==> src/rtl/port_scan_ctrl_pkg.sv <==
// Shared definitions for the port scan controller: default sizing, FSM
// state encoding and small helpers used by the top and its counter block.
package port_scan_ctrl_pkg;

    localparam int DATA_W_DEF  = 8;
    localparam int PKT_LEN_DEF = 4;
    localparam int TIMEOUT_DEF = 15;

    localparam int CNT_W   = 4;
    localparam int VISIT_W = 3;

    localparam logic [2:0] S_IDLE    = 3'd0;
    localparam logic [2:0] S_CHECK   = 3'd1;
    localparam logic [2:0] S_GRANT   = 3'd2;
    localparam logic [2:0] S_XFER    = 3'd3;
    localparam logic [2:0] S_ADVANCE = 3'd4;
    localparam logic [2:0] S_SETTLE  = 3'd5;
    localparam logic [2:0] S_DONE    = 3'd6;

    function automatic logic [3:0] port_onehot(input logic [1:0] p);
        return 4'b0001 << p;
    endfunction

endpackage

==> src/rtl/port_scan_ctrl_if.sv <==
// Port-side bundle of the scan controller: sweep control, per-port grant
// handshake, beat input and registered beat output.
interface port_scan_ctrl_if #(
    parameter int DATA_W = port_scan_ctrl_pkg::DATA_W_DEF
);
    logic              start;
    logic [3:0]        req;
    logic [1:0]        port_num;
    logic              cnt;
    logic [3:0]        grant;
    logic              valid_in;
    logic              last_in;
    logic [DATA_W-1:0] data_in;
    logic              valid_out;
    logic [DATA_W-1:0] data_out;
    logic              busy;
    logic              done;
    logic              err;

    modport slave (
        input  start, req, port_num, valid_in, last_in, data_in,
        output cnt, grant, valid_out, data_out, busy, done, err
    );

    modport master (
        output start, req, port_num, valid_in, last_in, data_in,
        input  cnt, grant, valid_out, data_out, busy, done, err
    );

endinterface

==> src/rtl/port_scan_ctrl_xfer_cnt.sv <==
// Beat and timeout counters for the currently granted port; both clear
// together when a new grant begins.
module port_xfer_cnt
    import port_scan_ctrl_pkg::*;
(
    input  logic             clk,
    input  logic             rst,
    input  logic             clr_i,
    input  logic             beat_en_i,
    input  logic             tmo_en_i,
    output logic [CNT_W-1:0] beat_o,
    output logic [CNT_W-1:0] tmo_o
);

    logic [CNT_W-1:0] beat_q, beat_d;
    logic [CNT_W-1:0] tmo_q, tmo_d;

    always_comb begin
        beat_d = beat_q;
        tmo_d  = tmo_q;
        if (clr_i) begin
            beat_d = '0;
            tmo_d  = '0;
        end else begin
            if (beat_en_i) beat_d = beat_q + 1'b1;
            if (tmo_en_i)  tmo_d  = tmo_q + 1'b1;
        end
    end

    always_ff @(posedge clk or posedge rst) begin
        if (rst) begin
            beat_q <= '0;
            tmo_q  <= '0;
        end else begin
            beat_q <= beat_d;
            tmo_q  <= tmo_d;
        end
    end

    assign beat_o = beat_q;
    assign tmo_o  = tmo_q;

endmodule

==> src/rtl/port_scan_ctrl.sv <==
// Sweeps ports 0..3 once per start, granting each requesting port for one
// packet and forwarding its beats one cycle later; flags grant timeouts.
module port_scan_ctrl
    import port_scan_ctrl_pkg::*;
#(
    parameter int DATA_W  = DATA_W_DEF,
    parameter int PKT_LEN = PKT_LEN_DEF,
    parameter int TIMEOUT = TIMEOUT_DEF
) (
    input  logic             clk,
    input  logic             rst,
    port_scan_ctrl_if.slave  bus
);

    localparam logic [CNT_W-1:0] PKT_LAST = CNT_W'(PKT_LEN - 1);
    localparam logic [CNT_W-1:0] TMO_LAST = CNT_W'(TIMEOUT - 1);

    logic [2:0]         state_q, state_d;
    logic [VISIT_W-1:0] visit_q, visit_d;
    logic               err_q, err_d;
    logic               valid_out_q;
    logic [DATA_W-1:0]  data_out_q;

    logic             in_grant;
    logic             accept;
    logic             cnt_clr, beat_en, tmo_en;
    logic [CNT_W-1:0] beat_cnt, tmo_cnt;

    port_xfer_cnt u_xfer_cnt (
        .clk       (clk),
        .rst       (rst),
        .clr_i     (cnt_clr),
        .beat_en_i (beat_en),
        .tmo_en_i  (tmo_en),
        .beat_o    (beat_cnt),
        .tmo_o     (tmo_cnt)
    );

    assign in_grant = (state_q == S_GRANT) || (state_q == S_XFER);
    assign accept   = in_grant && bus.valid_in;

    always_comb begin
        state_d = state_q;
        visit_d = visit_q;
        err_d   = err_q;
        cnt_clr = 1'b0;
        beat_en = 1'b0;
        tmo_en  = 1'b0;
        case (state_q)
            S_IDLE: begin
                if (bus.start) begin
                    state_d = S_CHECK;
                    visit_d = '0;
                    err_d   = 1'b0;
                end
            end
            S_CHECK: begin
                if (bus.req[bus.port_num]) begin
                    state_d = S_GRANT;
                    cnt_clr = 1'b1;
                end else begin
                    state_d = S_ADVANCE;
                end
            end
            S_GRANT: begin
                if (bus.valid_in) begin
                    beat_en = 1'b1;
                    // A single-beat packet (or PKT_LEN of 1) finishes straight from GRANT.
                    state_d = (bus.last_in || beat_cnt == PKT_LAST) ? S_ADVANCE : S_XFER;
                end else if (tmo_cnt == TMO_LAST) begin
                    state_d = S_ADVANCE;
                    err_d   = 1'b1;
                end else begin
                    tmo_en = 1'b1;
                end
            end
            S_XFER: begin
                if (bus.valid_in) begin
                    beat_en = 1'b1;
                    if (bus.last_in || beat_cnt == PKT_LAST) state_d = S_ADVANCE;
                end
            end
            S_ADVANCE: begin
                visit_d = visit_q + 3'd1;
                state_d = S_SETTLE;
            end
            S_SETTLE: begin
                state_d = (visit_q == 3'd4) ? S_DONE : S_CHECK;
            end
            S_DONE:  state_d = S_IDLE;
            default: state_d = S_IDLE;
        endcase
    end

    always_ff @(posedge clk or posedge rst) begin
        if (rst) begin
            state_q     <= S_IDLE;
            visit_q     <= '0;
            err_q       <= 1'b0;
            valid_out_q <= 1'b0;
            data_out_q  <= '0;
        end else begin
            state_q     <= state_d;
            visit_q     <= visit_d;
            err_q       <= err_d;
            valid_out_q <= accept;
            if (accept) data_out_q <= bus.data_in;
        end
    end

    assign bus.cnt       = (state_q == S_ADVANCE);
    assign bus.grant     = in_grant ? port_onehot(bus.port_num) : 4'b0000;
    assign bus.busy      = (state_q != S_IDLE);
    assign bus.done      = (state_q == S_DONE);
    assign bus.err       = err_q;
    assign bus.valid_out = valid_out_q;
    assign bus.data_out  = data_out_q;

endmodule

==> src/flat_wrapper.sv <==
// flat-port wrapper written by rule: the top's interface ports become plain ports
module port_scan_ctrl_flat import port_scan_ctrl_pkg::*;
#(
    parameter int DATA_W  = DATA_W_DEF,
    parameter int PKT_LEN = PKT_LEN_DEF,
    parameter int TIMEOUT = TIMEOUT_DEF
)
  (clk, rst, bus_start, bus_req, bus_port_num, bus_valid_in, bus_last_in, bus_data_in, bus_cnt, bus_grant, bus_valid_out, bus_data_out, bus_busy, bus_done, bus_err);
  port_scan_ctrl_if #(.DATA_W(DATA_W)) bus_i ();
  input  logic clk;
  input  logic rst;
  input wire logic [$bits(bus_i.start)-1:0] bus_start;
  input wire logic [$bits(bus_i.req)-1:0] bus_req;
  input wire logic [$bits(bus_i.port_num)-1:0] bus_port_num;
  input wire logic [$bits(bus_i.valid_in)-1:0] bus_valid_in;
  input wire logic [$bits(bus_i.last_in)-1:0] bus_last_in;
  input wire logic [$bits(bus_i.data_in)-1:0] bus_data_in;
  output wire logic [$bits(bus_i.cnt)-1:0] bus_cnt;
  output wire logic [$bits(bus_i.grant)-1:0] bus_grant;
  output wire logic [$bits(bus_i.valid_out)-1:0] bus_valid_out;
  output wire logic [$bits(bus_i.data_out)-1:0] bus_data_out;
  output wire logic [$bits(bus_i.busy)-1:0] bus_busy;
  output wire logic [$bits(bus_i.done)-1:0] bus_done;
  output wire logic [$bits(bus_i.err)-1:0] bus_err;
  assign bus_i.start = bus_start;
  assign bus_i.req = bus_req;
  assign bus_i.port_num = bus_port_num;
  assign bus_i.valid_in = bus_valid_in;
  assign bus_i.last_in = bus_last_in;
  assign bus_i.data_in = bus_data_in;
  assign bus_cnt = bus_i.cnt;
  assign bus_grant = bus_i.grant;
  assign bus_valid_out = bus_i.valid_out;
  assign bus_data_out = bus_i.data_out;
  assign bus_busy = bus_i.busy;
  assign bus_done = bus_i.done;
  assign bus_err = bus_i.err;
  port_scan_ctrl #(.DATA_W(DATA_W), .PKT_LEN(PKT_LEN), .TIMEOUT(TIMEOUT)) u_core (.clk(clk), .rst(rst), .bus(bus_i));
endmodule
==> config.mk <==
export PLATFORM = sky130hd
export DESIGN_NAME = port_scan_ctrl_flat
export DESIGN_NICKNAME = d
export VERILOG_FILES = /design/src/rtl/port_scan_ctrl_pkg.sv /design/src/rtl/port_scan_ctrl_if.sv /design/src/rtl/port_scan_ctrl_xfer_cnt.sv /design/src/rtl/port_scan_ctrl.sv /design/src/flat_wrapper.sv
export SDC_FILE = /design/constraint.sdc
export NUM_CORES = 1
export LEC_CHECK = 0
export ABC_CLOCK_PERIOD_IN_PS = 2250
export BUFFER_PORTS_ARGS = -buffer_cell sky130_fd_sc_hd__buf_2
export CAP_MARGIN = 5
export CORE_MARGIN = 2
export CORE_UTILIZATION = 51
export DETAILED_ROUTE_END_ITERATION = 6
export PLACE_DENSITY = 0.79
export SETUP_SLACK_MARGIN = 0.2
export SYNTH_ARGS = -nofsm -noshare
export SYNTH_HDL_FRONTEND = slang
export SYNTH_HIERARCHICAL = 1
export SYNTH_SLANG_ARGS = --single-unit
==> constraint.sdc <==
create_clock -name clk -period 2.25 [get_ports clk]
set_input_delay 0.45 -clock clk [delete_from_list [all_inputs] [get_ports clk]]
set_output_delay 0.45 -clock clk [all_outputs]
set_load 0.005 [all_outputs]
==> results of run 1 <==
cells in the final DEF (no fill, tap or decap), drive strengths merged, types with 3 or more instances in the layout:
master / Yosys / final
ha: 4 / 4
mux2: 10 / 10
nand2b: 4 / 4
nand2: 3 / 3
inv: 9 / 9
nor2b: 4 / 4
a21oi: 4 / 4
clkbuf: 3 / 3
nor2: 12 / 12
dfrtp: 24 / 24
o21ai: 7 / 7
buf: 1 / 37
flip-flops by register name (all words and copies together), names as in the netlist:
register and count:
u_core/bus.valid_out 1, u_core/u_xfer_cnt/beat_o 4, u_core/visit_q 3, u_core/state_q 3, u_core/bus.data_out 8, u_core/bus.err 1, u_core/u_xfer_cnt/tmo_o 4
metrics by stage:
stage               power [mW]  worst slack (ns)  instances  instance area [um^2]  utilization (%)
floorplan                 1.14             0.367        119                  1260                -
global placement          1.34             0.541        182                  1470             61.1
detailed placement        1.39             0.505        182                  1470             61.1
CTS                       1.70             0.251        186                  1530             63.3
global route              1.82             0.290        186                  1530             63.4
finish                    1.69             0.355        186                  1530             63.4
worst paths after layout:
kind | from | slack, ns | to
setup / recovery | u_core/state_q[2]$_DFFE_PP0P_ | 0.36 | bus_grant[3]
hold / removal | rst | 0.06 | u_core/u_xfer_cnt/beat_o[2]$_DFFE_PP0P_
setup reg to reg | u_core/state_q[2]$_DFFE_PP0P_ | 0.59 | u_core/u_xfer_cnt/tmo_o[3]$_DFFE_PP0P_
hold reg to reg | u_core/bus.data_out[3]$_DFFE_PP0P_ | 0.52 | u_core/bus.data_out[3]$_DFFE_PP0P_
max in group asynchronous | rst | 1.61 | u_core/state_q[2]$_DFFE_PP0P_
min in group clk | bus_data_in[3] | 0.35 | u_core/bus.data_out[3]$_DFFE_PP0P_
cell families after synthesis:
logic type / after synthesis / synth area share [%]
buffers and inverters: 13 / 3.97
flip-flops: 24 / 47.6
AO/OA/AOI/OAI: 22 / 11.8
AND/OR/NAND/NOR: 41 / 18.9
XOR/XNOR: 2 / 1.39
adder cells (fa/ha/maj): 4 / 3.97
multiplexers: 13 / 12.3
layer usage:
layer	up-vias	part of all wire [%]	global-route usage [%]
met4	0	0.39	3.85
li1	493	-	-
met3	2	4.2	5.83
met2	22	53	32.7
met5	-	0	0
met1	479	42	24.7
power groups by stage:
stage                     Clock [mW]  Combinational [mW]  Sequential (mW)
final                          0.308               0.625            0.754
after floorplan                    0               0.440            0.700
after detailed placement           0               0.625            0.763
after global placement             0               0.594            0.746
after CTS                      0.318               0.629            0.752
after global routing           0.336               0.704            0.779
layout make-up:
class / count / area (um^2) / area share (%)
clock buffer: 3 / 22.5 / 1.47
clock inverter: 1 / 30.0 / 1.97
inverter: 9 / 33.8 / 2.21
multi-input combinational: 82 / 612 / 40.0
sequential: 24 / 602 / 39.4
tap: 30 / 37.5 / 2.46
timing repair buffer: 37 / 190 / 12.4
what timing repair did:
action,CTS,global route
resized for setup,0,2
buffers inserted,0,0
setup endpoints to repair,0,3
==> run summary, run 1 <==
Entering global routing, the biggest net connects 17 pins. The die area was 2890 um^2. The commonest cells after synthesis are 24 x sky130_fd_sc_hd__dfrtp_1, 12 x sky130_fd_sc_hd__nor2_1, 9 x sky130_fd_sc_hd__inv_1. Dividing total power by cell area gives a power density of 1100 nW/um^2. The number of synthesized flops with an enable pin works out to 0. Insertion delay of the later-clocked pin in the worst-skew pair: 0.32 ns.

In the routed layout, each cell is associated on average with a via count of 5.35. Routability-driven placement finished with a final weighted congestion of 0.796. The net load switching power is 0.578 mW, and the relative contribution of sequential cells to total power is 44.7%. Distinct cell type count after synthesis: 37. The number of antenna violations at the first check in global routing came out at 0.

Adding up every negative setup slack in the final design gives 0 ns. The total setup violations reported at the end of the flow was 0. The average instance in the mapped netlist occupies 10.6 um^2. The average routed wire per standard cell is 13.6 um, and the post-synthesis to final-layout area growth is 21.1%. STA classifies the critical path startpoint as a flip-flop. The number of pins with negative max-slew slack in the final report is 0. Counting flops with an async set or reset pin after synthesis yields a share of 100%. The number of antenna diodes in the final layout is 0.

The floorplan step set the die width to 53.7 um. The post-synthesis instance area was 1260 um^2; the overall die height was 53.7 um. STA puts the critical path data required time at 1.80 ns.

The area fraction of the dominant cell type after synthesis was 47.6%. The area inside the core boundary is 2410 um^2. The highest-delay cell along the critical path was sky130_fd_sc_hd__dfrtp_2. The logs give 36 for the I/O pin total and 200 for the final-layout fill cell count. For the routed wire length, the log shows 2540 um. The transition time of the tightest slew-check pin came out at 0.631 ns. Data arrives at the worst endpoint at 1.44 ns. The tools report the number of global-route vias before repair as 925.

For the final database, setup skew stands at 0.00416 ns. Buffers placed on the I/O ports in this run total 35. Global routing finished with a remaining overflow of 0. The internal power of the cells totals 1.11 mW. Detailed routing inserted a total of 996 vias. Per report_power, the clock group accounts for 18.3% of the total. The final critical path takes up 84.2% of the cycle. Of the total power, the share spent switching nets is 34.2%.

Once detailed placement completed, the half-perimeter wirelength came to 1920 um. The leakage power is 0.768 nW, and the cell count along the critical path is 3. The initial utilization of the core area, before any placement, comes to 52.3%. In this run the remaining antenna-violating nets after routing total 0. The flow ran to the end, and the final reports show no timing, DRC or antenna violations.

Global routing used 19.4% of the available tracks. The clock-pin slew on the worst setup and hold paths is 0.13 ns. The tools report the yosys synthesis warning count as 6.

The dominant register cell in the synthesized netlist was sky130_fd_sc_hd__dfrtp_1. The logs give 4010 um for the wire length of the first global-routing pass and 0 for the max-capacitance violation count. The hold violation total from the final report was 0. CTS H-tree depth: 1.

The clock sink total came out at 24. The critical path's top delay family is flip-flops. In this design, the stage delay of the slowest critical-path cell is 0.51 ns. The signal on the critical path passes through and2b_2 > and3_2 > buf_2. After the first detailed-routing iteration, the DRC count stood at 24.

The tools report the hold-fix buffer count after cts as 0. After detailed routing, the number of remaining DRC violations is 0. The worst setup path is of the reg2out kind. The share of post-route cells with drive strength above 1 was 35.9%. The clock period could shrink to 1.89 ns. The final worst hold slack is 0.0621 ns, and the post-synth net total is 142.

The number of nets in the finished design came out at 180. Combinational logic is responsible for 37.1% of the overall power. No sink is reached through more buffers than the 2 on the longest clock path. Path category of the worst min-delay check: in2async. The flip-flop and latch count after synthesis was 24. Setup repair after global routing left no endpoint under its margin.

In the synthesized netlist, the number of instances is 119. Clock tree synthesis inserted a total of 3 buffers. Row generation in the floorplan step produced 18 rows. Summed over all instances, the cell type with the most area after synthesis is sky130_fd_sc_hd__dfrtp_1.

The sum of buffers and inverters on the critical path works out to 1. Of all nets on the critical path, the largest fanout is 14. TritonCTS built the clock tree. STA classifies the critical path endpoint as an output port. Path depth of the worst reg2reg path: 4.

Headroom to the max-slew limit came out at 57.9%. The most frequently used cell type in the post-synthesis netlist is sky130_fd_sc_hd__dfrtp_1. VDD sags by at most 0.000816 V. The first detailed-routing pass took 4 iterations. The cell sitting at the root of the clock tree is a sky130_fd_sc_hd__clkbuf_4. The maximum clock rate came out at 528 MHz. Yosys attributes the largest share of cell area to sky130_fd_sc_hd__dfrtp_1 48%, sky130_fd_sc_hd__mux2_2 7.1%, sky130_fd_sc_hd__ha_1 4.0%, sky130_fd_sc_hd__nor2_1 3.6%, sky130_fd_sc_hd__o21ai_0 2.8%. The tools report the sequential-to-total area share from yosys stat as 47.6%.
Note: power is estimated with default switching activity, not from simulation.
==> run 2: changes to the inputs <==
--- a/config.mk
+++ b/config.mk
@@ -5,13 +5,14 @@
 export SDC_FILE = /design/constraint.sdc
 export NUM_CORES = 1
 export LEC_CHECK = 0
-export ABC_CLOCK_PERIOD_IN_PS = 2250
+export ABC_CLOCK_PERIOD_IN_PS = 1600
 export BUFFER_PORTS_ARGS = -buffer_cell sky130_fd_sc_hd__buf_2
 export CAP_MARGIN = 5
+export CORE_ASPECT_RATIO = 2
 export CORE_MARGIN = 2
-export CORE_UTILIZATION = 51
+export CORE_UTILIZATION = 46
 export DETAILED_ROUTE_END_ITERATION = 6
-export PLACE_DENSITY = 0.79
+export PLACE_DENSITY = 0.75
 export SETUP_SLACK_MARGIN = 0.2
 export SYNTH_ARGS = -nofsm -noshare
 export SYNTH_HDL_FRONTEND = slang
==> constraint.sdc (replaced) <==
create_clock -name clk -period 1.6 [get_ports clk]
set_input_delay 0.32 -clock clk [delete_from_list [all_inputs] [get_ports clk]]
set_output_delay 0.32 -clock clk [all_outputs]
set_load 0.005 [all_outputs]
==> run summary, run 2 (same netlist as run 1, synthesis figures left out) <==
Along the worst path, the maximum fanout reaches 4. The tools report the number of pins with negative max-slew slack in the final report as 0. IR analysis of the VDD net gives a maximum drop of 0.000980 V.

Prior to clock tree synthesis, the placed netlist has a worst setup slack of 0.0212 ns. The run gives 57.4% as the remaining max-slew budget at the tightest pin. Measured along the x axis, the die boundary spans 41.0 um. In this run the worst setup path terminates at bus_busy.

The internal power of the cells totals 2.10 mW. The run gives -0.0197 ns as the total negative slack. STA classifies the critical path startpoint as a flip-flop. The worst register-to-register path begins at u_core/state_q[2]$_DFFE_PP0P_.

The repair_antennas step left the layout with diodes totalling 0. Once the floorplan was initialized, standard cells occupied 49.1% of the core. The tools report the post-route clock skew as 0.00138 ns.

The cell family contributing the most delay on the critical path is flip-flops. The design draws 3.20 mW. TritonCTS built the clock tree. The share of total power dissipated in the clock network is 16.6%.

The proportion of total power due to net switching is 34.2%, and the final weighted congestion of routability-driven global placement is 0.727. Dividing the final minimum period by the clock period gives 101%. The number of global-route vias before repair is 1,184, and the number of buffers added by the clock tree synthesis step is 3. For this run, the top clock speed supported by timing is 618 MHz. Number of iterations in the first detailed-routing pass: 4. The core region is 2570 um^2. The final period demand of the worst path was 1.62 ns. Across all hold checks on the routed design, the worst slack comes to 0.277 ns. The number of input and output port buffers inserted works out to 35. Clock tree synthesis found a total of 24 sinks.

The post-synthesis to final-layout area growth works out to 54.2%. The tools report the insertion delay of the later-clocked pin in the worst-skew pair as 0.27 ns. The min-delay analysis places its worst path in the category in2reg.

Cell count along the critical path: 3. The tools report the number of cells after detailed placement as 185. The placed instances occupy a cell area of 1540 um^2. For this run, the slowest stage of the critical path takes 0.42 ns. For this design, the slowest cell found on the critical path is sky130_fd_sc_hd__dfrtp_1.

Dividing the detail-routed via count by the number of cells gives 5.57. Tracing the worst setup path back leads to its startpoint at u_core/state_q[1]$_DFFE_PP0P_. Max-cap violations in this run came to 0. The detailed router finished its first iteration with 31 violations. Dividing the detail-routed wire length by the instance count gives 17.6 um.

In the final layout, the share of cells above drive strength 1 is 53.9%. The share of total power dissipated in sequential elements is 32.4%. For the pin with the worst max-slew slack, the measured transition is 0.638 ns. For this run, design rule violations remaining after detail routing come to 0. The part of the total power dissipated in combinational logic is 51.0%, and the routed wire length is 3660 um.

The first global-routing pass estimated 5250 um of wire. The placement row count was 26. The final instance area was 1940 um^2. Leakage power: 0.979 nW. Most frequent standard cell in the layout excluding fill and tap cells: sky130_fd_sc_hd__buf_2. The tools report the capturing point of the worst reg2reg path as u_core/u_xfer_cnt/beat_o[3]$_DFFE_PP0P_.

The clock-pin slew on the worst setup and hold paths was 0.08 ns; the number of flip-flops under the largest register name was 8. The element type at the critical path end is an output port. In this run the power density over the cells is 1640 nW/um^2. The path depth of the worst reg2reg path was 6; the count of nets left with antenna violations after detail routing was 0. The floorplan step defined a die boundary enclosing 3200 um^2.

The detailed placer's ending HPWL was 2230 um; the number of nets in the finished design was 204. Number of buffers on the longest clock path: 2. The run finished, with violations left.

Across all layers, the routed design uses 1,158 vias. Pin placement for this block handled 36 I/O pins. The logs give 0 for the number of antenna violations at the first check in global routing and -0.0191 ns for the final worst slack.

For this design the total switching power over the nets is 1.09 mW. The critical path goes through buf_6 > or3_1 > buf_2. By startpoint and endpoint, the worst setup path is classified as reg2out.

The pin count of the biggest net entering global routing is 17. The tree is rooted in a sky130_fd_sc_hd__clkbuf_8. The tools report the total setup violations reported at the end of the flow as 2. Setup repair after global routing could not meet its margin everywhere.

Overall overflow remaining after global route: 0. The critical path contains buffers and inverters numbering 2 combined. In the layout the commonest cells are 34 x sky130_fd_sc_hd__buf_2, 23 x sky130_fd_sc_hd__dfrtp_1, 15 x sky130_fd_sc_hd__buf_4, 11 x sky130_fd_sc_hd__nor2_1. The CTS H-tree depth was 1; the overall die height was 78.1 um. The hold violation total from the final report is 0, and the final non-filler cell total is 208. In this run the register-to-register setup slack is 0.04 ns. The final reports fail on negative setup slack. The arrival time of the worst setup path is 1.30 ns, and the aggregate global-route resource usage is 24.1%. For the worst setup path, the data required time is 1.28 ns. The post-route core utilization came out at 75.7%.
run 2: worst min path at each step:
stage / start / endpoint / cells past startpoint
4_1_cts: bus_data_in[7] / u_core/bus.data_out[7]$_DFFE_PP0P_ / 2
2_1_floorplan: rst / u_core/u_xfer_cnt/beat_o[0]$_DFFE_PP0P_ / 1
3_5_place_dp: rst / u_core/u_xfer_cnt/beat_o[1]$_DFFE_PP0P_ / 2
6_report: bus_data_in[7] / u_core/bus.data_out[7]$_DFFE_PP0P_ / 2
5_1_grt: bus_data_in[0] / u_core/bus.data_out[0]$_DFFE_PP0P_ / 2
3_3_place_gp: rst / u_core/u_xfer_cnt/tmo_o[3]$_DFFE_PP0P_ / 2
run 2: power by group through the flow:
stage | registers (mW) | clock network (mW) | logic, mW
after floorplan | 0.984 | 0 | 0.661
after global placement | 0.999 | 0 | 1.01
after detailed placement | 1.02 | 0 | 1.07
after CTS | 0.996 | 0.539 | 1.41
after global routing | 1.07 | 0.568 | 1.74
final | 1.04 | 0.530 | 1.63
run 2: layout make-up:
class	instances	area, um^2
Tap cell	28	35.0
Fill cell	176	626
Inverter	9	36.3
Timing Repair Buffer	61	425
Multi-Input combinational cell	82	774
Clock buffer	3	41.3
Clock inverter	1	30.0
Sequential cell	24	602
run 2: what timing repair did:
item	4_1_cts	5_1_grt
endpoints found under the hold margin	8	0
gates resized for setup	17	25
endpoints found under the setup margin	13	24
pin swaps	7	5
hold buffers	1	0
buffers inserted	16	2
run 2: metal layers:
metal  part of all wire (%)  GRT usage, %  wire length [um]  up-vias
met5                      0             0                 0        -
met4                    2.1          10.0                78        0
met3                    2.0          2.54                74        6
met2                     58          44.4              2130       22
met1                     38          24.1              1380      586
li1                       -             -                 -      544
==> run 3: changes to the inputs <==
--- a/config.mk
+++ b/config.mk
@@ -5,7 +5,7 @@
 export SDC_FILE = /design/constraint.sdc
 export NUM_CORES = 1
 export LEC_CHECK = 0
-export ABC_CLOCK_PERIOD_IN_PS = 1600
+export ABC_CLOCK_PERIOD_IN_PS = 1300
 export BUFFER_PORTS_ARGS = -buffer_cell sky130_fd_sc_hd__buf_2
 export CAP_MARGIN = 5
 export CORE_ASPECT_RATIO = 2
==> constraint.sdc (replaced) <==
create_clock -name clk -period 1.3 [get_ports clk]
set_input_delay 0.26 -clock clk [delete_from_list [all_inputs] [get_ports clk]]
set_output_delay 0.26 -clock clk [all_outputs]
set_load 0.005 [all_outputs]
==> run summary, run 3 (same netlist as run 1, synthesis figures left out) <==
For this block, the routed nets add up to 4220 um of wire. The post-synthesis to final-layout area growth works out to 66.5%. The hold violation total from the final report was 0; the maximum clock rate was 599 MHz. Buffers placed on the I/O ports in this run total 35.

In this run, the number of DRC markers left after iteration 0 of detailed routing was 51. The post-route netlist has 62.8% of its cells at a drive strength greater than 1. The count of nets left with antenna violations after detail routing came out at 0. Entering global routing, the biggest net connects 17 pins. The die area was 3200 um^2; the number of diodes was 0. The floorplan step set the die width to 41.0 um.

At the worst endpoint, the required time is 1.04 ns. The final period utilization is 128%, and the wire length of the first global-routing pass is 6030 um. In the layout the commonest cells are 34 x sky130_fd_sc_hd__buf_2, 27 x sky130_fd_sc_hd__buf_4, 22 x sky130_fd_sc_hd__dfrtp_1, 15 x sky130_fd_sc_hd__buf_6, 10 x sky130_fd_sc_hd__mux2_4. Counting the fill cells in the layout gives 142. The number of antenna violations at the first check in global routing is 0. The logs give 820 um^2 for the area of the multi-input gates and 27.1% for the aggregate global-route resource usage.

At the later pin of the worst-skew pair, clock insertion delay measures 0.27 ns. The tools report the number of buffers on the longest clock path as 2. By startpoint and endpoint, the worst setup path is classified as reg2out. For the final worst hold slack, the log shows 0.226 ns. The largest voltage drop on the vdd net is 0.00112 V. Across the whole layout, storage elements account for 603 um^2. Setup violations remaining at the end of the flow were counted as 26. The tools report the number of iterations in the first detailed-routing pass as 4.

The I/O pin total was 36; the leakage power was 1.07 nW. The net count of the finished layout is 221. For this run, the share of the core covered by cells in the final layout is 81.7%. After detailed placement, the total cell area comes to 1690 um^2. For the final worst slack, the log shows -0.369 ns. In this run the vertical extent of the chip is 78.1 um. The CTS H-tree depth came out at 1. In this run the worst path has a maximum fanout of 4. Global routing finished with a remaining overflow of 0. The core region is 2570 um^2.

The run gives 26 as the placement row count. For the total chip power, the log shows 4.09 mW. The path category of the worst min-delay check is in2reg.

Once the floorplan was initialized, standard cells occupied 49.1% of the core. The routed layout has 1,256 vias. The number of pins with negative max-slew slack in the final report was 0.

The tools report the element type at the critical path end as an output port. For the number of global-route vias before repair, the log shows 1,381. Setup repair after global routing could not meet its margin everywhere. The clock-pin slew on the worst setup and hold paths was 0.08 ns. The detailed placer's ending HPWL was 2420 um. Data on the critical path arrives at its endpoint at 1.41 ns. The number of buffers added by the clock tree synthesis step is 3, and the number of flip-flops under the largest register name is 8. The final period demand of the worst path works out to 1.67 ns.

At the end of routability-driven placement, the weighted congestion stood at 0.797. Dividing total power by cell area gives a power density of 1950 nW/um^2. Dividing the detail-routed wire length by the instance count gives 18.8 um. The transition time of the tightest slew-check pin is 0.300 ns, and the post-route clock skew is 0.00606 ns.

The run gives 24 as the clock sink total. In this run the clock root is driven by a sky130_fd_sc_hd__clkbuf_8. The final reports fail on negative setup slack. The run finished, with violations left. The library cell used most frequently in the layout, excluding fill and tap cells, is sky130_fd_sc_hd__buf_2. The logs give 80.0% for the remaining max-slew budget at the tightest pin and 2100 um^2 for the final instance area.

After detailed routing, the number of remaining DRC violations is 0. Max-capacitance violation count: 0. The worst setup path is launched from a flip-flop.

TritonCTS built the clock tree. The vias per cell works out to 5.61. Setup total negative slack on the finished layout was measured at -6.90 ns.
run 3: cell type report:
class	instances	share of cell area [%]
Inverter	9	1.61
Multi-Input combinational cell	82	39.0
Tap cell	28	1.67
Timing Repair Buffer	78	27.0
Clock buffer	3	1.97
Sequential cell	24	28.7
run 3: worst max-delay path, cell delays in order, from the launching register on:
cell	delay, ns
sky130_fd_sc_hd__dfrtp_1	0.48
sky130_fd_sc_hd__and2b_2	0.27
sky130_fd_sc_hd__buf_6	0.13
sky130_fd_sc_hd__and3_4	0.15
sky130_fd_sc_hd__buf_6	0.11
run 3: report_power, final:
| group | total [mW] | internal (mW) | leakage [nW] | switching [mW] |
|---|---|---|---|---|
| Sequential | 1.27 | 1.03 | 0.307 | 0.241 |
| Combinational | 2.39 | 1.36 | 0.739 | 1.03 |
| Clock | 0.431 | 0.207 | 0.0216 | 0.224 |
run 3: path summary, 6_finish.rpt:
kind | startpoint | endpoint | slack (ns) | cells past startpoint
max | u_core/state_q[2]$_DFFE_PP0P_ | bus_grant[3] | -0.37 | 4
min | bus_data_in[2] | u_core/bus.data_out[2]$_DFFE_PP0P_ | 0.23 | 2
max reg2reg | u_core/state_q[2]$_DFFE_PP0P_ | u_core/bus.data_out[0]$_DFFE_PP0P_ | -0.34 | 6
min reg2reg | u_core/bus.data_out[1]$_DFFE_PP0P_ | u_core/bus.data_out[1]$_DFFE_PP0P_ | 0.51 | 1
max in group asynchronous | rst | u_core/state_q[0]$_DFFE_PP0P_ | 0.52 | 4
min in group asynchronous | rst | u_core/u_xfer_cnt/beat_o[0]$_DFFE_PP0P_ | 0.48 | 3
run 3: stage by stage:
stage / std cells / worst slack [ns]
3_3_place_gp: 206 / -0.156
4_1_cts: 221 / -0.278
6_report: 224 / -0.369
3_5_place_dp: 206 / -0.203
2_1_floorplan: 119 / -0.232
5_1_grt: 224 / -0.395
run 3: what timing repair did:
item	4_1_cts	5_1_grt
endpoints found under the hold margin	8	0
setup endpoints to repair	30	31
pin swaps	10	7
setup buffers	11	3
hold buffers	1	0
resized for setup	49	16
run 3: metal layers:
layer / track usage (%) / up-vias / wire length [um]
li1: - / 577 / -
met1: 28.9 / 631 / 1440
met2: 46.7 / 35 / 2560
met3: 2.54 / 13 / 89
met4: 15.0 / 0 / 129
met5: 0 / - / 0
